**config.mk**
```make
export PLATFORM = sky130hd
export DESIGN_NAME = uart_periph_flat
export DESIGN_NICKNAME = d
export VERILOG_FILES = /design/src/rtl/uart_periph_pkg.sv /design/src/rtl/uart_periph_if.sv /design/src/rtl/uart_sync_fifo.sv /design/src/rtl/uart_periph.sv /design/src/flat_wrapper.sv
export SDC_FILE = /design/constraint.sdc
export NUM_CORES = 1
export LEC_CHECK = 0
export BUFFER_PORTS_ARGS = -buffer_cell sky130_fd_sc_hd__buf_2
export CAP_MARGIN = 20
export CORE_UTILIZATION = 45
export DETAILED_ROUTE_END_ITERATION = 8
export PLACE_DENSITY = 0.62
export SYNTH_ARGS = -nofsm -noshare
export SYNTH_HDL_FRONTEND = slang
export SYNTH_SLANG_ARGS = --single-unit
```
**constraint.sdc**
```tcl
create_clock -name clk -period 3.1 [get_ports clk]
set_clock_uncertainty 0.1 [all_clocks]
set_input_delay 0 -clock clk [delete_from_list [all_inputs] [get_ports clk]]
set_output_delay 0 -clock clk [all_outputs]
set_load 0.005 [all_outputs]
```
**src/rtl/uart_periph_pkg.sv**
```systemverilog
// Shared constants, register map and types for the UART peripheral.
package uart_periph_pkg;

   localparam int unsigned ADDR_WIDTH = 32;
   localparam int unsigned DATA_WIDTH = 32;
   localparam int unsigned IO_SELECT  = 4;
   localparam logic [IO_SELECT-1:0] UART_SELECT = 4'hA;

   localparam logic [1:0] UART_REG_DATA   = 2'd0;
   localparam logic [1:0] UART_REG_STATUS = 2'd1;
   localparam logic [1:0] UART_REG_CTRL   = 2'd2;
   localparam logic [1:0] UART_REG_BAUD   = 2'd3;

   localparam int unsigned CTRL_TX_EN   = 0;
   localparam int unsigned CTRL_RX_EN   = 1;
   localparam int unsigned CTRL_RX_IE   = 2;
   localparam int unsigned CTRL_TX_IE   = 3;
   localparam int unsigned CTRL_ERR_CLR = 8;

   // STATUS register layout, MSB first
   typedef struct packed {
      logic tx_ovf;
      logic frame_err;
      logic rx_ovr;
      logic tx_busy;
      logic rx_empty;
      logic rx_full;
      logic tx_empty;
      logic tx_full;
   } status_t;

   typedef enum logic [1:0] {TX_IDLE, TX_START, TX_DATA, TX_STOP} tx_state_t;
   typedef enum logic [1:0] {RX_IDLE, RX_START, RX_DATA, RX_STOP} rx_state_t;

endpackage

```
**src/rtl/uart_periph_if.sv**
```systemverilog
// CPU system bus request/response signals seen by the UART.
interface uart_periph_if;
   import uart_periph_pkg::*;

   logic [ADDR_WIDTH-1:0] addr;
   logic [DATA_WIDTH-1:0] wrt_data;
   logic [DATA_WIDTH-1:0] rd_data;
   logic                  we;
   logic                  req_valid;
   logic                  data_valid;

   modport master (output addr, wrt_data, we, req_valid, input rd_data, data_valid);
   modport slave  (input addr, wrt_data, we, req_valid, output rd_data, data_valid);
endinterface

```
**src/rtl/uart_sync_fifo.sv**
```systemverilog
// Single-clock show-ahead FIFO; extra pointer bit separates full from empty.
module uart_sync_fifo #(
   parameter int unsigned WIDTH = 8,
   parameter int unsigned DEPTH = 16
) (
   input  logic             clk,
   input  logic             reset,
   input  logic             push,
   input  logic             pop,
   input  logic [WIDTH-1:0] din,
   output logic [WIDTH-1:0] dout_c,
   output logic             full_c,
   output logic             empty_c
);
   localparam int unsigned AW = $clog2(DEPTH);

   logic [WIDTH-1:0] mem [DEPTH];
   logic [AW:0]      wr_ptr, rd_ptr;
   logic             do_push, do_pop;

   assign empty_c = (wr_ptr == rd_ptr);
   assign full_c  = (wr_ptr[AW] != rd_ptr[AW]) && (wr_ptr[AW-1:0] == rd_ptr[AW-1:0]);
   assign do_pop  = pop & ~empty_c;
   // A pop frees the slot, so a push on a full FIFO still lands
   assign do_push = push & (~full_c | do_pop);
   assign dout_c  = mem[rd_ptr[AW-1:0]];

   always_ff @(posedge clk or negedge reset) begin
      if (!reset) begin
         wr_ptr <= '0;
         rd_ptr <= '0;
      end else begin
         if (do_push) wr_ptr <= wr_ptr + (AW+1)'(1);
         if (do_pop)  rd_ptr <= rd_ptr + (AW+1)'(1);
      end
   end

   always_ff @(posedge clk) begin
      if (do_push) mem[wr_ptr[AW-1:0]] <= din;
   end
endmodule

```
**src/rtl/uart_periph.sv**
```systemverilog
// Memory-mapped UART: bus register file, baud generator, TX and RX engines.
module uart_periph
   import uart_periph_pkg::*;
#(
   parameter int unsigned DATA_BITS   = 8,
   parameter int unsigned FIFO_DEPTH  = 16,
   parameter int unsigned OVERSAMPLE  = 16,
   parameter int unsigned DIV_WIDTH   = 16,
   parameter int unsigned DEFAULT_DIV = 26
) (
   input  logic          clk,
   input  logic          reset,
   uart_periph_if.slave  bus,
   output logic          txd,
   input  logic          rxd,
   output logic          irq
);
   localparam int unsigned OSW = $clog2(OVERSAMPLE);
   localparam int unsigned BW  = $clog2(DATA_BITS);

   logic                 cs, accept, rd, wr;
   logic [1:0]           reg_sel;
   logic                 wr_data, wr_ctrl, wr_baud, rd_fifo, err_clr;
   logic [3:0]           ctrl;
   logic [DIV_WIDTH-1:0] div, baud_cnt;
   logic                 tick;
   logic                 rx_ovr, frame_err, tx_ovf, tx_ovf_set;
   logic                 tx_pop, tx_full, tx_empty, rx_full, rx_empty;
   logic [DATA_BITS-1:0] tx_dout, rx_dout;
   status_t              st;
   logic [DATA_WIDTH-1:0] rd_mux;
   logic                 unused_ok;

   assign cs      = (bus.addr[ADDR_WIDTH-1 -: IO_SELECT] == UART_SELECT);
   assign accept  = bus.req_valid & cs;
   assign reg_sel = bus.addr[3:2];
   assign wr      = accept & bus.we;
   assign rd      = accept & ~bus.we;
   assign wr_data = wr & (reg_sel == UART_REG_DATA);
   assign wr_ctrl = wr & (reg_sel == UART_REG_CTRL);
   assign wr_baud = wr & (reg_sel == UART_REG_BAUD);
   assign rd_fifo = rd & (reg_sel == UART_REG_DATA);
   assign err_clr = wr_ctrl & bus.wrt_data[CTRL_ERR_CLR];
   assign unused_ok = ^{bus.addr, bus.wrt_data};

   // ---------------- FIFOs ----------------
   tx_state_t            tx_state;
   rx_state_t            rx_state;
   logic                 rx_push, rx_ovr_set, frame_err_set;
   logic [DATA_BITS-1:0] rx_shreg;

   assign tx_pop     = (tx_state == TX_IDLE) & tick & ctrl[CTRL_TX_EN] & ~tx_empty;
   assign tx_ovf_set = wr_data & tx_full & ~tx_pop;

   uart_sync_fifo #(.WIDTH(DATA_BITS), .DEPTH(FIFO_DEPTH)) u_tx_fifo (
      .clk(clk), .reset(reset), .push(wr_data), .pop(tx_pop),
      .din(bus.wrt_data[DATA_BITS-1:0]), .dout_c(tx_dout),
      .full_c(tx_full), .empty_c(tx_empty));

   uart_sync_fifo #(.WIDTH(DATA_BITS), .DEPTH(FIFO_DEPTH)) u_rx_fifo (
      .clk(clk), .reset(reset), .push(rx_push), .pop(rd_fifo),
      .din(rx_shreg), .dout_c(rx_dout),
      .full_c(rx_full), .empty_c(rx_empty));

   // ---------------- register file and bus response ----------------
   assign st = {tx_ovf, frame_err, rx_ovr, (tx_state != TX_IDLE),
                rx_empty, rx_full, tx_empty, tx_full};

   always_comb begin
      rd_mux = '0;
      case (reg_sel)
         UART_REG_DATA:   rd_mux = rx_empty ? '0 : DATA_WIDTH'(rx_dout);
         UART_REG_STATUS: rd_mux = DATA_WIDTH'(st);
         UART_REG_CTRL:   rd_mux = DATA_WIDTH'(ctrl);
         default:         rd_mux = DATA_WIDTH'(div);
      endcase
   end

   always_ff @(posedge clk or negedge reset) begin
      if (!reset) begin
         bus.data_valid <= 1'b0;
         bus.rd_data    <= '0;
         ctrl           <= '0;
         rx_ovr         <= 1'b0;
         frame_err      <= 1'b0;
         tx_ovf         <= 1'b0;
         irq            <= 1'b0;
      end else begin
         bus.data_valid <= accept;
         bus.rd_data    <= rd ? rd_mux : '0;
         if (wr_ctrl) ctrl <= bus.wrt_data[3:0];
         // A set in the same cycle as a clear wins
         rx_ovr    <= rx_ovr_set    | (rx_ovr    & ~err_clr);
         frame_err <= frame_err_set | (frame_err & ~err_clr);
         tx_ovf    <= tx_ovf_set    | (tx_ovf    & ~err_clr);
         irq <= (~rx_empty & ctrl[CTRL_RX_IE]) | (tx_empty & ctrl[CTRL_TX_IE]) |
                rx_ovr | frame_err | tx_ovf;
      end
   end

   // ---------------- baud generator ----------------
   assign tick = (baud_cnt == div);

   always_ff @(posedge clk or negedge reset) begin
      if (!reset) begin
         div      <= DIV_WIDTH'(DEFAULT_DIV);
         baud_cnt <= '0;
      end else if (wr_baud) begin
         div      <= bus.wrt_data[DIV_WIDTH-1:0];
         baud_cnt <= '0;
      end else begin
         baud_cnt <= tick ? '0 : baud_cnt + DIV_WIDTH'(1);
      end
   end

   // ---------------- transmitter ----------------
   logic [OSW-1:0]       tx_cnt;
   logic [BW-1:0]        tx_bit;
   logic [DATA_BITS-1:0] tx_shreg;
   logic                 tx_last;

   assign tx_last = tick & (tx_cnt == OSW'(OVERSAMPLE-1));

   always_ff @(posedge clk or negedge reset) begin
      if (!reset) begin
         tx_state <= TX_IDLE;
         tx_cnt   <= '0;
         tx_bit   <= '0;
         tx_shreg <= '0;
         txd      <= 1'b1;
      end else begin
         if (tx_state != TX_IDLE && tick) tx_cnt <= tx_last ? '0 : tx_cnt + OSW'(1);
         case (tx_state)
            TX_IDLE: if (tx_pop) begin
               tx_shreg <= tx_dout;
               tx_cnt   <= '0;
               txd      <= 1'b0;
               tx_state <= TX_START;
            end
            TX_START: if (tx_last) begin
               tx_bit   <= '0;
               txd      <= tx_shreg[0];
               tx_state <= TX_DATA;
            end
            TX_DATA: if (tx_last) begin
               if (tx_bit == BW'(DATA_BITS-1)) begin
                  txd      <= 1'b1;
                  tx_state <= TX_STOP;
               end else begin
                  tx_bit   <= tx_bit + BW'(1);
                  tx_shreg <= tx_shreg >> 1;
                  txd      <= tx_shreg[1];
               end
            end
            TX_STOP: if (tx_last) tx_state <= TX_IDLE;
            default: tx_state <= TX_IDLE;
         endcase
      end
   end

   // ---------------- receiver ----------------
   logic [1:0]     rx_sync;
   logic           rx_s, rx_last, rx_mid;
   logic [OSW-1:0] rx_cnt;
   logic [BW-1:0]  rx_bit;

   assign rx_s    = rx_sync[1];
   assign rx_last = tick & (rx_cnt == OSW'(OVERSAMPLE-1));
   assign rx_mid  = tick & (rx_cnt == OSW'(OVERSAMPLE/2-1));

   always_ff @(posedge clk or negedge reset) begin
      if (!reset) begin
         rx_sync       <= 2'b11;
         rx_state      <= RX_IDLE;
         rx_cnt        <= '0;
         rx_bit        <= '0;
         rx_shreg      <= '0;
         rx_push       <= 1'b0;
         rx_ovr_set    <= 1'b0;
         frame_err_set <= 1'b0;
      end else begin
         rx_sync       <= {rx_sync[0], rxd};
         rx_push       <= 1'b0;
         rx_ovr_set    <= 1'b0;
         frame_err_set <= 1'b0;
         if (rx_state != RX_IDLE && tick) rx_cnt <= rx_last ? '0 : rx_cnt + OSW'(1);
         case (rx_state)
            RX_IDLE: if (ctrl[CTRL_RX_EN] && !rx_s) begin
               rx_cnt   <= '0;
               rx_state <= RX_START;
            end
            // Half a bit in: confirm the start bit, realigning to mid-bit
            RX_START: if (rx_mid) begin
               rx_cnt   <= '0;
               rx_bit   <= '0;
               rx_state <= rx_s ? RX_IDLE : RX_DATA;
            end
            RX_DATA: if (rx_last) begin
               rx_shreg <= {rx_s, rx_shreg[DATA_BITS-1:1]};
               if (rx_bit == BW'(DATA_BITS-1)) rx_state <= RX_STOP;
               else                            rx_bit   <= rx_bit + BW'(1);
            end
            RX_STOP: if (rx_last) begin
               rx_state <= RX_IDLE;
               if (!rx_s)        frame_err_set <= 1'b1;
               else if (rx_full) rx_ovr_set    <= 1'b1;
               else              rx_push       <= 1'b1;
            end
            default: rx_state <= RX_IDLE;
         endcase
      end
   end
endmodule

```
**src/flat_wrapper.sv**
```systemverilog
// flat-port wrapper written by rule: the top's interface ports become plain ports
module uart_periph_flat import uart_periph_pkg::*;
#(
   parameter int unsigned DATA_BITS   = 8,
   parameter int unsigned FIFO_DEPTH  = 16,
   parameter int unsigned OVERSAMPLE  = 16,
   parameter int unsigned DIV_WIDTH   = 16,
   parameter int unsigned DEFAULT_DIV = 26
)
  (clk, reset, txd, rxd, irq, bus_addr, bus_wrt_data, bus_we, bus_req_valid, bus_rd_data, bus_data_valid);
  uart_periph_if bus_i ();
  input  logic clk;
  input  logic reset;
  output logic txd;
  input  logic rxd;
  output logic irq;
  input wire logic [$bits(bus_i.addr)-1:0] bus_addr;
  input wire logic [$bits(bus_i.wrt_data)-1:0] bus_wrt_data;
  input wire logic [$bits(bus_i.we)-1:0] bus_we;
  input wire logic [$bits(bus_i.req_valid)-1:0] bus_req_valid;
  output wire logic [$bits(bus_i.rd_data)-1:0] bus_rd_data;
  output wire logic [$bits(bus_i.data_valid)-1:0] bus_data_valid;
  assign bus_i.addr = bus_addr;
  assign bus_i.wrt_data = bus_wrt_data;
  assign bus_i.we = bus_we;
  assign bus_i.req_valid = bus_req_valid;
  assign bus_rd_data = bus_i.rd_data;
  assign bus_data_valid = bus_i.data_valid;
  uart_periph #(.DATA_BITS(DATA_BITS), .FIFO_DEPTH(FIFO_DEPTH), .OVERSAMPLE(OVERSAMPLE), .DIV_WIDTH(DIV_WIDTH), .DEFAULT_DIV(DEFAULT_DIV)) u_core (.clk(clk), .reset(reset), .bus(bus_i), .txd(txd), .rxd(rxd), .irq(irq));
endmodule
```
After elaboration in Yosys (flattened, before gate mapping)
Memory sizes are Yosys's and may differ from the RTL's.
Index checks and enable logic that the tools add are counted.
{"block": "op_classes", "mux": 59, "n_addsub": 9, "bitwise": 41, "n_reduce_logical": 22, "eq_ne": 34}
{"cell": "$pmux W32 S3", "count": 1}
{"cell": "$mux W16", "count": 2}
{"cell": "$mux W32", "count": 1}
{"cell": "$mux W4", "count": 8}
{"cell": "$mux W8", "count": 4}
{"cell": "$and A1 B1 Y1", "count": 25}
{"cell": "$mux W2", "count": 11}
{"cell": "$add A5 B1 Y5 const B", "count": 4}
{"cell": "$ne A2 B1 Y1 const B", "count": 10}
{"cell": "$mux W1", "count": 19}
{"cell": "$mux W3", "count": 6}
{"cell": "$add A16 B1 Y16 const B", "count": 1}
{"cell": "$eq A16 B16 Y1", "count": 1}
{"cell": "$pmux W2 S4", "count": 2}
{"cell": "$pmux W8 S2", "count": 1}
{"cell": "$reduce_and A4 Y1", "count": 4}
{"cell": "$eq A2 B2 Y1 const B", "count": 6}
{"cell": "$eq A4 B4 Y1 const B", "count": 3}
{"cell": "$pmux W3 S2", "count": 2}
{"cell": "$eq A5 B5 Y1", "count": 2}
{"cell": "$reduce_and A5 Y1", "count": 2}
{"cell": "$reduce_bool A2 Y1", "count": 5}
{"cell": "$or A1 B1 Y1", "count": 9}
{"cell": "$add A4 B1 Y4 const B", "count": 2}
{"cell": "15 further kinds", "count": 34}
{"block": "word_totals", "reg_bits": 133, "word_cells": 193, "mem_count": 2, "in_bits": 69, "out_inout_bits": 35, "ram_bits": 256}
{"memory": "u_core.u_rx_fifo.mem", "words": 16, "width": 8, "read_ports": 1, "rd_ports_with_merged_regs": 0, "wr": 1, "line": "uart_sync_fifo.sv:17", "rtl": "logic [WIDTH-1:0] mem [DEPTH];"}
{"memory": "u_core.u_tx_fifo.mem", "words": 16, "width": 8, "read_ports": 1, "rd_ports_with_merged_regs": 0, "wr": 1, "line": "uart_sync_fifo.sv:17"}

Longest topological paths before layout
Gate-level depths: netlist (run 1).
{"block": "depth", "word_depth": 9, "ltp_mapped": 9, "depth_no_buf": 7}

Modules after synthesis
From an unflattened synthesis (run 1), not the netlist that was laid out.
{"block": "unflattened", "cells_unflattened": 971, "hier_area_um2": 15820.2}
{"module": "uart_sync_fifo at u_core.u_rx_fifo", "instances": 1, "area_per_inst_um2": 5564.1, "seq_area_each_um2": 4093.9, "cells_per_inst": 271}
{"module": "uart_sync_fifo at u_core.u_tx_fifo", "instances": 1, "area_per_inst_um2": 5527.8, "seq_area_each_um2": 4093.9, "cells_per_inst": 269}
{"module": "uart_periph", "instances": 1, "area_per_inst_um2": 4728.3, "seq_area_each_um2": 2434.8, "cells_per_inst": 431}

Least setup slack after synthesis (run 1)
OpenSTA, ideal clock, no wires.
{"block": "synth_path", "path_type": "register -> register", "from": "register u_core.div[3]", "to": "memory u_core.u_tx_fifo.mem[3][0] (enable)", "arrival_ps": 2362, "setup_time_ps": 383, "setup_slack_ps": 254, "required_time_ps": 2617, "n_path_buf": 1, "period_less_slack_ps": 2846, "path_stages_with_launch": 8, "path_cell_list": "dfstp_2 -> xnor2_1 -> nand4_1 -> nor4_4 -> buf_4 -> o2bb2ai_2 -> nand2_1 -> nor3_1"}
{"block": "synth_between", "elab_chain_len": 9}
{"item": "start: declaration", "line": "uart_periph.sv:25", "rtl": "logic [DIV_WIDTH-1:0] div, baud_cnt;"}
{"item": "start signal: assignment", "line": "uart_periph.sv:106", "rtl": "div <= DIV_WIDTH'(DEFAULT_DIV);"}
{"item": "start signal: assignment", "line": "uart_periph.sv:109", "rtl": "div <= bus.wrt_data[DIV_WIDTH-1:0];"}
{"item": "$eq A16 B16 Y1", "line": "uart_periph.sv:102", "rtl": "assign tick = (baud_cnt == div);"}
{"item": "$and A1 B1 Y1 (3 in a row)", "line": "uart_periph.sv:52", "rtl": "assign tx_pop = (tx_state == TX_IDLE) & tick & ctrl[CTRL_TX_EN] & ~tx_empty;"}
{"item": "$and A1 B1 Y1", "line": "uart_sync_fifo.sv:23", "rtl": "assign do_pop = pop & ~empty_c;"}
{"item": "$or A1 B1 Y1", "line": "uart_sync_fifo.sv:25", "rtl": "assign do_push = push & (~full_c | do_pop);"}
{"item": "$and A1 B1 Y1", "line": "uart_sync_fifo.sv:25"}
{"item": "$mux W1", "line": "uart_sync_fifo.sv:39", "rtl": "if (do_push) mem[wr_ptr[AW-1:0]] <= din;"}
{"item": "$mux W1 (implied by the code)", "line": "uart_sync_fifo.sv:39"}
{"item": "end: declaration", "line": "uart_sync_fifo.sv:17"}
Every way passes these cells.

Final worst setup path (run 1)
{"block": "layout_path", "from": "register u_core.u_rx_fifo.rd_ptr[0]", "to": "register u_core.bus.rd_data[1]"}
{"block": "layout_between", "elab_chain_len": 4, "elab_cells_between_ends": 5, "cone_classes": "eq/ne: 1; mux: 3; memory: 1"}
{"item": "start: declaration", "line": "uart_sync_fifo.sv:18", "rtl": "logic [AW:0] wr_ptr, rd_ptr;"}
{"item": "start signal: assignment", "line": "uart_sync_fifo.sv:34", "rtl": "if (do_pop) rd_ptr <= rd_ptr + (AW+1)'(1);"}
{"item": "$mem_v2 Z16 W8 or $eq A5 B5 Y1 (tied branches)"}
{"item": "$mux W8 *", "line": "uart_periph.sv:72", "rtl": "UART_REG_DATA: rd_mux = rx_empty ? '0 : DATA_WIDTH'(rx_dout);"}
{"item": "$pmux W32 S3 *", "line": "uart_periph.sv:71", "rtl": "case (reg_sel)"}
{"item": "$mux W32 *", "line": "uart_periph.sv:90", "rtl": "bus.rd_data <= rd ? rd_mux : '0;"}
{"item": "end signal: assignment", "line": "uart_periph.sv:90"}
{"item": "end: declaration", "line": "uart_periph_if.sv:13", "rtl": "modport slave (input addr, wrt_data, we, req_valid, output rd_data, data_valid);"}
Mark *: on every way between the ends. The rest lies on a longest branch, timed or not.
A chain may end at the register's enable or synchronous reset.

==> impl_metrics.py, run 1 <==
metrics = {
    "synth": {
        "synthAdderAreaFrac_pct": 1.76,
        "synthMuxAreaShare_pct": 14.1,
        "synth_xor_area_share_pct": 3.25,
        "synthSimpleGateAreaFrac_pct": 6.43,
        "synth.distinct_cells": 62,
        "ys.flop_type": "edfxtp_1",
        "synth_edf_count": 256,
        "netlist_area_um2": 15600,
        "synth.avg_cell_area_um2": 16.4,
        "synth.yosys.seq_area_share_pct": 67.9,
        "synthArstFlopShare_pct": 31.4,
        "synth-compound-area-share_pct": 3.98,
        "ys_warn_count": 0,
        "ys_ff_latch": 373,
        "synth_top_family_by_area": "multiplexers",
        "netlist_instances": 956,
    },
    "floorplan": {
        "ios": 104,
        "floorplan.initialDensity_pct": 46.2,
        "die_h_um": 188,
        "core.rowCount": 67,
        "fp.dieArea_um2": 35500,
        "die_x_um": 188,
        "fp.coreArea_um2": 33900,
    },
    "finish": {
        "n_antenna_cell": 0,
        "utilization_pct": 53.9,
        "mostFrequentLayoutCells": "edfxtp_1, dfrtp_1, mux4_2",
        "drive_gt1_share_pct": 25.7,
        "final_common_cell": "edfxtp_1",
        "final_nets": 1171,
        "final_area_um2": 18300,
        "syn_to_final_growth_pct": 16.8,
    },
    "cts": {
        "cts.path.max_buffers": 3,
        "htreeDepth": 2,
        "insertion_delay_ns": 0.53,
        "cts_root_buffer": "clkbuf_16",
        "cts_repair_resize_count": 0,
        "cts_tree": "done",
        "numCtsBuffers": 40,
        "clock-sinks": 373,
        "post_cts_buffers": 0,
        "clkTransAtPathRegs_ns": 0.06,
    },
    "critical_path": {
        "worstSetupPathType": "reg -> reg",
        "regToRegEndpoint": "u_core.bus.rd_data[1]",
        "start_kind": "flop",
        "reg2reg_slack_ns": 0.37,
        "slowest_stage": "dlygate4sd3_1",
        "cp_max_fo": 15,
        "crit_required_ns": 3.40,
        "r2r-start": "u_core.u_rx_fifo.rd_ptr[0]",
        "slowest_delay_ns": 0.58,
        "cp-end-kind": "flop",
        "endpoint": "u_core.bus.rd_data[1]",
        "startpoint": "u_core.u_rx_fifo.rd_ptr[0]",
        "worstPathArrival_ns": 3.04,
        "reg2reg_depth": 8,
        "path_cells": "buf_4, mux4_2, nor2b_1, a211oi_1, a21oi_1, nand2_1, a311oi_1, dlygate4sd3_1",
    },
    "timing": {
        "rsz0062_at_grt": "no",
        "hold_viol_final": 0,
        "worst_slew_pin_slew_ns": 0.609,
        "fin_crit_ns": 2.73,
        "setup_tns_ns": 0,
        "period_share_pct": 88.1,
        "fmax_mhz": 366,
        "relSlewSlack_pct": 59.4,
        "drv_slew": 0,
        "setup_viol": 0,
    },
    "route": {
        "firstDrtPassIters": 5,
        "wl_per_cell_um": 19.7,
        "drc": 0,
        "vias_per_cell": 5.34,
        "vias": 8330,
        "postRouteAntennaNets": 0,
        "finalWirelength_mm": 30.8,
        "drtIter0Drc": 493,
    },
    "placed_design": {
        "hpwlAfterDp_mm": 20.1,
        "dpl_cell_area_um2": 16600,
        "io_buffer_count": 45,
        "globalplace.congestion": 0.781,
    },
    "grt": {
        "grt_pass1_wl_mm": 49.0,
        "antenna_found_initial": 0,
        "grt-ovfl-total": 0,
        "grt_max_degree": 77,
        "grt_pass1_vias": 8565,
        "grt_usage_pct": 18.0,
    },
    "power": {
        "leakagePower_nw": 7.06,
        "p_per_area_nw_per_um2": 650,
        "max-vdd-ir-drop_mv": 0.460,
    },
    "job": {
        "cap_violations": 0,
    },
    "status": {
        "status": "finished, final reports clean",
    },
    "worst_hold_path": {
        "hp-class": "in -> reg",
    },
}
-- area by class of cell --
cell class / count / area, um2
well taps: 448 / 561
clock buffers: 54 / 1130
fillers: 2735 / 15600
inverters: 23 / 86.3
flip-flops and latches: 373 / 10600
repair buffers: 128 / 946
multi-input cells: 514 / 4680
clock inverters: 20 / 239
-- sequential cells by signal (all words and copies together), names as in the netlist, 5 cells and up, named ones only --
name,cells
u_core.u_tx_fifo.mem,128
u_core.u_rx_fifo.wr_ptr,5
u_core.u_rx_fifo.rd_ptr,5
u_core.baud_cnt,16
u_core.u_tx_fifo.wr_ptr,5
u_core.u_rx_fifo.mem,128
u_core.div,16
u_core.bus.rd_data,16
u_core.tx_shreg,8
u_core.u_tx_fifo.rd_ptr,5
u_core.rx_shreg,8
-- power by group --
group	total [mW]	switching, mW	internal [mW]
combinational	1.32	0.685	0.633
sequential	5.68	0.184	5.49
clock	4.88	1.88	3.00
-- worst max-delay path: cells and delay by family (launching register included) --
kind	cells	cell delay [ns]
buffers and inverters	2	0.89
DFF	1	0.38
AOI/OAI and AO/OA	3	0.46
and+or+nand+nor	2	0.24
muxes	1	0.54
-- synth_stat cells (7+ instances only) --
library cell / count / area, um2
xnor2_1: 46 / 403
nor2_1: 63 / 236
buf_2: 16 / 80.1
a211oi_1: 7 / 52.6
o21ai_0: 17 / 85.1
inv_1: 23 / 86.3
clkbuf_1: 24 / 90.1
and3_1: 7 / 43.8
a22o_1: 8 / 70.1
mux2i_1: 19 / 190
edfxtp_1: 256 / 7690
nand2_1: 47 / 176
and2_1: 13 / 81.3
dfrtp_1: 111 / 2780
buf_4: 17 / 128
mux2_1: 11 / 124
nor3_1: 17 / 85.1
ha_1: 22 / 275
mux4_2: 68 / 1530
xor2_1: 12 / 105
nand3_1: 13 / 65.1
mux2_2: 32 / 360
nand4_1: 16 / 100
a21oi_1: 13 / 65.1
-- metrics by stage --
stage | total power, mW | hold slack, ns | worst slack, ns | cells
after floorplan | 6.73 | -0.396 | 0.254 | 971
after global placement | 7.06 | -0.259 | 0.461 | 1458
after detailed placement | 7.09 | -0.258 | 0.453 | 1458
after CTS | 12.0 | 0.0116 | 0.318 | 1560
after global routing | 12.4 | 0.0397 | 0.217 | 1560
final | 11.9 | 0.0434 | 0.368 | 1560
-- worst min-delay path by stage --
stage	to	startpoint	cells past startpoint
global route	u_core.bus.data_valid	bus_addr[30]	3
detailed placement	u_core.baud_cnt[14]	reset	1
global placement	u_core.baud_cnt[14]	reset	1
floorplan	async pin	reset	0
CTS	u_core.bus.data_valid	bus_addr[30]	3
finish	u_core.bus.data_valid	bus_addr[30]	3
-- logic make-up after synthesis --
family / Yosys count
xor gates and xnor gates: 58
DFF: 373
AOI/OAI and AO/OA: 85
adders and majority gates: 22
muxes: 130
other: 1
and+or+nand+nor: 203
buffers and inverters: 84
-- metal layers --
metal / wire [um] / up-vias / GRT usage (%)
met2: 15500 / 166 / 30.4
met1: 13500 / 4268 / 24.3
li1: - / 3858 / -
met5: 0 / - / 0
met3: 1190 / 38 / 2.76
met4: 544 / 0 / 4.96
-- timing repair --
item                       in CTS  in global routing
hold endpoints to repair      296                  0
setup endpoints to repair       0                  0
hold buffers                   28                  0
Power figures use the tool's default switching activity.
==> run 2, diff against run 1 <==
--- a/config.mk
+++ b/config.mk
@@ -5,11 +5,12 @@
 export SDC_FILE = /design/constraint.sdc
 export NUM_CORES = 1
 export LEC_CHECK = 0
+export ABC_AREA = 1
 export BUFFER_PORTS_ARGS = -buffer_cell sky130_fd_sc_hd__buf_2
 export CAP_MARGIN = 20
 export CORE_UTILIZATION = 45
 export DETAILED_ROUTE_END_ITERATION = 8
-export PLACE_DENSITY = 0.62
+export PLACE_DENSITY = 0.61
 export SYNTH_ARGS = -nofsm -noshare
 export SYNTH_HDL_FRONTEND = slang
 export SYNTH_SLANG_ARGS = --single-unit
==> run 2 against run 1 <==
  * The flow now finishes with violations (hold timing)
  * Global-route usage grew 2.6 points
  * Combinational power shrank 25%
  * Count of clock-buffer cells in the layout shrank 2
  * Sequential power shrank 3%
  * Critical path depth grew 3
  * Flip-flop and latch count is the same
  * Register-to-register slack is essentially flat
  * Sequential share of layout area shrank 1.1 points
  * Via count grew 33%
  * Final cell count grew 37%
  * Final area grew 1.9%
  * Largest power group unchanged
==> impl_metrics.py, run 2 <==
metrics = {
    "placed_design": {
        "io_buffer_count": 45,
        "hpwlAfterDp_mm": 23.4,
        "dpl_worst_slack_ns": 0.365,
        "globalplace.congestion": 0.844,
    },
    "synth": {
        "synth.distinct_cells": 47,
        "synth_edf_count": 256,
        "synth.avg_cell_area_um2": 10.5,
        "synth_xor_area_share_pct": 1.62,
        "yosys-top-cells-count": "nor2_1, nand2_1, edfxtp_1, o21ai_0, dfrtp_1",
        "synth_top_area_share_pct": 47.5,
        "ys_ff_latch": 373,
        "synth_most_common_cell": "nor2_1",
        "synthSimpleGateAreaFrac_pct": 16.5,
        "synthMuxAreaShare_pct": 0,
        "yosysTopAreaCell": "edfxtp_1",
        "synth_top_family_by_area": "simple AND/OR/NAND/NOR gates",
        "netlist_instances": 1543,
        "synth-compound-area-share_pct": 9.72,
        "ys.flop_type": "edfxtp_1",
        "synth.top_cells.by_area": "edfxtp_1, dfrtp_1, nor2_1",
        "synthArstFlopShare_pct": 31.4,
        "synth.yosys.seq_area_share_pct": 65.6,
        "netlist_area_um2": 16200,
        "ys_warn_count": 0,
        "synthAdderAreaFrac_pct": 1.70,
    },
    "timing": {
        "hold_ws_ns": -0.0103,
        "fmax_mhz": 354,
        "setup_tns_ns": 0,
        "drv_slew": 0,
        "rsz0062_at_grt": "no",
        "worst_slew_pin_slew_ns": 0.862,
        "hold_viol_final": 3,
        "relSlewSlack_pct": 42.5,
        "setup_viol": 0,
        "fin_ws_ns": 0.272,
        "fin_crit_ns": 2.83,
        "period_share_pct": 91.2,
    },
    "cts": {
        "numCtsBuffers": 40,
        "clock-sinks": 373,
        "cts.path.max_buffers": 3,
        "post_cts_buffers": 0,
        "cts_root_buffer": "clkbuf_16",
        "insertion_delay_ns": 0.55,
        "htreeDepth": 2,
        "clkTransAtPathRegs_ns": 0.06,
        "cts_tree": "done",
    },
    "route": {
        "drtIter0Drc": 764,
        "postRouteAntennaNets": 0,
        "drc": 0,
        "firstDrtPassIters": 5,
        "finalWirelength_mm": 36.3,
        "wl_per_cell_um": 17.0,
        "vias_per_cell": 5.19,
        "vias": 11100,
    },
    "finish": {
        "n_antenna_cell": 0,
        "mostFrequentLayoutCells": "nor2_1, nand2_1, edfxtp_1",
        "drive_gt1_share_pct": 11.1,
        "nFillCells": 3085,
        "syn_to_final_growth_pct": 15.0,
        "seqCellArea_um2": 10600,
        "final_common_cell": "nor2_1",
        "multi_input_comb_area_um2": 4850,
        "utilization_pct": 52.5,
        "final_nets": 1739,
    },
    "power": {
        "max-vdd-ir-drop_mv": 0.487,
        "total_power_mw": 11.1,
        "p_per_area_nw_per_um2": 594,
        "leakagePower_nw": 7.93,
    },
    "grt": {
        "grt_usage_pct": 20.6,
        "grt_max_degree": 65,
        "antenna_found_initial": 0,
        "grt_pass1_vias": 10900,
        "grt_pass1_wl_mm": 58.4,
        "grt-ovfl-total": 0,
    },
    "critical_path": {
        "start_kind": "primary input",
        "path_cells": "dlygate4sd3_1, buf_2, nor4_4, dlygate4sd3_1, nand2_1, nor3_1, inv_1, a21oi_4, nand2_4, nor2_1, buf_4",
        "slowest_delay_ns": 0.74,
        "cp_max_fo": 10,
        "path_common_cell": "dlygate4sd3_1",
        "timing.critical_path.buf_inv": 5,
        "cp-end-kind": "flop",
        "worstPathArrival_ns": 2.97,
        "crit_required_ns": 3.25,
        "worstSetupPathType": "in -> reg",
        "slowest_stage": "dlygate4sd3_1",
        "crit_family": "buffers and inverters",
    },
    "floorplan": {
        "die_h_um": 192,
        "core.rowCount": 69,
        "fp.coreArea_um2": 35500,
        "fp.dieArea_um2": 36700,
        "die_x_um": 192,
        "floorplan.initialDensity_pct": 45.6,
        "ios": 104,
    },
    "worst_hold_path": {
        "hp-class": "in -> async",
    },
    "status": {
        "status": "complete, but fails checks",
        "violations": "hold timing",
    },
    "job": {
        "cap_violations": 0,
    },
}
## run 2: worst reg2reg max path: cells and delay by family, from the launching register on
kind,cells,cell delay (ns)
buffers and inverters,2,1.09
flip-flops,1,0.41
AND/OR/NAND/NOR,3,0.42
AO/OA/AOI/OAI,3,0.66
## run 2: timing repair
item                                    4_1_cts  5_1_grt
gates resized for setup                       0        4
endpoints found under the setup margin        0       16
hold buffers                                 28        0
hold endpoints to repair                    253        0
## run 2: kinds of logic after synthesis
kind of cell | Yosys count
AND/OR/NAND/NOR | 649
buffers and inverters | 185
adder cells (fa/ha/maj) | 22
flip-flops | 373
XOR/XNOR | 30
AO/OA/AOI/OAI | 283
other | 1
## run 2: layout make-up
class	instances	share of cell area [%]
well taps	461	3.10
multi-input cells	1000	26.0
clock inverters	20	0.672
flip-flops and latches	373	57.1
inverters	110	2.22
clock buffers	52	6.00
repair buffers	123	4.88
## run 2: layer usage
layer  global-route usage [%]  vias to the layer above  share of wire [%]
li1                         -                     5429                  -
met3                     3.54                       61                5.1
met5                        0                        -                  0
met4                     7.81                        0                3.0
met2                     32.0                      269                 45
met1                     28.9                     5342                 47
## run 2: path summary, 6_finish.rpt
check,from,end,slack [ns],cells after the start
max,bus_addr[30],u_core.u_tx_fifo.mem[5][6],0.27,11
min,reset,u_core.div[15],-0.01,2
max reg2reg,u_core.u_rx_fifo.rd_ptr[1],u_core.bus.rd_data[2],0.36,8
min reg2reg,u_core.rx_sync[0],u_core.rx_sync[1],0.26,0
max in group asynchronous,reset,u_core.rx_sync[0],2.06,3
min in group clk,bus_wrt_data[13],u_core.div[13],0.09,4
## run 2: power breakdown
group          internal (mW)  switching (mW)
clock                   2.62            1.93
combinational          0.350           0.641
sequential              5.41           0.111
## run 2: metrics by stage
step	cell area (um2)	cells
after CTS	18600	2139
final	18600	2139
after global routing	18600	2139
after detailed placement	17100	2039
after global placement	17100	2039
after floorplan	16200	1558
==> run 3, diff against run 2 <==
--- a/config.mk
+++ b/config.mk
@@ -8,9 +8,11 @@
 export ABC_AREA = 1
 export BUFFER_PORTS_ARGS = -buffer_cell sky130_fd_sc_hd__buf_2
 export CAP_MARGIN = 20
-export CORE_UTILIZATION = 45
+export CELL_PAD_IN_SITES_DETAIL_PLACEMENT = 2
+export CELL_PAD_IN_SITES_GLOBAL_PLACEMENT = 2
+export CORE_UTILIZATION = 36
 export DETAILED_ROUTE_END_ITERATION = 8
-export PLACE_DENSITY = 0.61
+export PLACE_DENSITY = 0.72
 export SYNTH_ARGS = -nofsm -noshare
 export SYNTH_HDL_FRONTEND = slang
 export SYNTH_SLANG_ARGS = --single-unit
==> run 3 against run 2 <==
  * Flip-flop and latch count unchanged
  * The flow now finishes without violations
  * Final cell count increased by 6.3%
  * Largest cell class unchanged
  * Largest power group unchanged
  * Count of clock-buffer cells in the layout is 3 lower
  * Register-to-register slack worse by 0.27 ns
==> impl_metrics.py, run 3 (synthesis results as in run 2) <==
metrics = {
    "critical_path": {
        "startpoint": "bus_addr[30]",
        "r2r-start": "u_core.u_rx_fifo.wr_ptr[1]",
        "regToRegEndpoint": "u_core.u_rx_fifo.mem[14][6]",
        "start_kind": "primary input",
        "worstPathArrival_ns": 3.15,
        "endpoint": "u_core.u_rx_fifo.mem[14][6]",
        "reg2reg_depth": 10,
        "cp-end-kind": "flop",
        "worstSetupPathType": "in -> reg",
        "cp_max_fo": 11,
        "crit_required_ns": 3.20,
        "reg2reg_slack_ns": 0.09,
    },
    "floorplan": {
        "die_h_um": 214,
        "die_x_um": 214,
        "core.rowCount": 77,
        "ios": 104,
        "fp.coreArea_um2": 44300,
        "floorplan.initialDensity_pct": 36.5,
        "fp.dieArea_um2": 45800,
    },
    "route": {
        "drc": 0,
        "postRouteAntennaNets": 0,
        "drtIter0Drc": 593,
        "finalWirelength_mm": 48.0,
        "firstDrtPassIters": 5,
        "vias_per_cell": 5.13,
        "vias": 11700,
        "wl_per_cell_um": 21.1,
    },
    "finish": {
        "drive_gt1_share_pct": 11.2,
        "syn_to_final_growth_pct": 16.9,
        "final_nets": 1740,
        "final_common_cell": "nor2_1",
        "mostFrequentLayoutCells": "nor2_1, nand2_1, edfxtp_1",
        "final_cells": 2273,
        "n_antenna_cell": 0,
    },
    "timing": {
        "worst_slew_pin_slew_ns": 0.881,
        "fmax_mhz": 328,
        "setup_viol": 0,
        "hold_viol_final": 0,
        "rsz0062_at_grt": "yes",
        "fin_crit_ns": 3.05,
        "relSlewSlack_pct": 41.3,
        "drv_slew": 0,
        "fin_ws_ns": 0.0537,
        "period_share_pct": 98.3,
    },
    "cts": {
        "insertion_delay_ns": 0.57,
        "cts_tree": "done",
        "clock-sinks": 373,
        "clkTransAtPathRegs_ns": 0.06,
        "cts.path.max_buffers": 3,
        "htreeDepth": 2,
        "cts_root_buffer": "clkbuf_16",
        "numCtsBuffers": 42,
    },
    "status": {
        "status": "finished, final reports clean",
    },
    "grt": {
        "grt_pass1_wl_mm": 75.7,
        "grt_pass1_vias": 13000,
        "grt_usage_pct": 21.4,
        "antenna_found_initial": 0,
        "grt_max_degree": 68,
        "grt-ovfl-total": 0,
    },
    "placed_design": {
        "io_buffer_count": 45,
        "dp_cells": 2166,
        "dpl_worst_slack_ns": 0.125,
        "hpwlAfterDp_mm": 31.2,
        "globalplace.congestion": 0.769,
    },
    "worst_hold_path": {
        "hp-class": "in -> reg",
        "min_from": "bus_wrt_data[9]",
    },
    "power": {
        "leakagePower_nw": 7.98,
        "p_per_area_nw_per_um2": 613,
        "max-vdd-ir-drop_mv": 0.450,
    },
    "job": {
        "cap_violations": 0,
    },
}
==> run 3: cell types whose count changed in the layout (fill, tap and decap cells not counted), sizes merged <==
cell         change
clkinv           +1
clkbuf           -3
clkinvlp         +2
dlygate4sd3      -1
bufinv           +4
==> run 3: worst min path at each step <==
stage,endpoint,slack [ns],cells past startpoint
6_report,u_core.div[9],0.10,4
3_5_place_dp,u_core.rx_sync[0],0.01,1
4_1_cts,u_core.div[14],0.05,4
5_1_grt,u_core.div[14],0.11,4
2_1_floorplan,async pin,-0.40,0
3_3_place_gp,u_core.rx_sync[0],0.007,1
==> run 3: area by class of cell <==
type                       count  area (um2)
fill                        4704       25400
sequential                   373       10600
multi-input combinational   1000        4840
clock buffer                  49        1090
timing repair buffer         122         936
tap                          592         741
inverter                     110         414
clock inverter                27         273
==> run 3: what timing repair did <==
| item | 4_1_cts | 5_1_grt |
|---|---|---|
| resized for setup | 0 | 1 |
| endpoints found under the setup margin | 0 | 184 |
| hold buffers | 28 | 0 |
| setup buffers | 0 | 3 |
| endpoints found under the hold margin | 238 | 0 |
==> run 3: power breakdown <==
part           switching [mW]  internal (mW)
logic                   0.700          0.350
registers               0.117           5.41
clock network            2.09           2.93
total                    2.91           8.70
==> run 3: worst max-delay path, cell delays in order <==
cell	delay [ns]
dlygate4sd3_1	0.54
buf_2	0.14
nor4_4	0.25
dlygate4sd3_1	0.60
nand2_1	0.07
inv_1	0.20
nand2_2	0.13
nand2_1	0.17
nand2_1	0.30
nor2_1	0.74
==> run 3: routing by layer <==
layer,wire length (um),track usage (%),up-vias
met3,1510,3.28,73
met2,23400,36.1,181
li1,-,-,5427
met5,0,0,-
met4,1290,6.86,0
met1,21800,28.1,5983
==> run 3: through the flow <==
step	hold slack (ns)	TNS (ns)	power [mW]	instance area [um2]	utilization, %
floorplan	-0.396	0	6.27	16200	-
global placement	0.00702	0	6.61	17200	38.9
detailed placement	0.0106	0	6.67	17200	38.9
CTS	0.0452	0	11.8	18900	42.6
global route	0.110	-3.18	12.1	18900	42.7
finish	0.102	0	11.6	18900	42.7
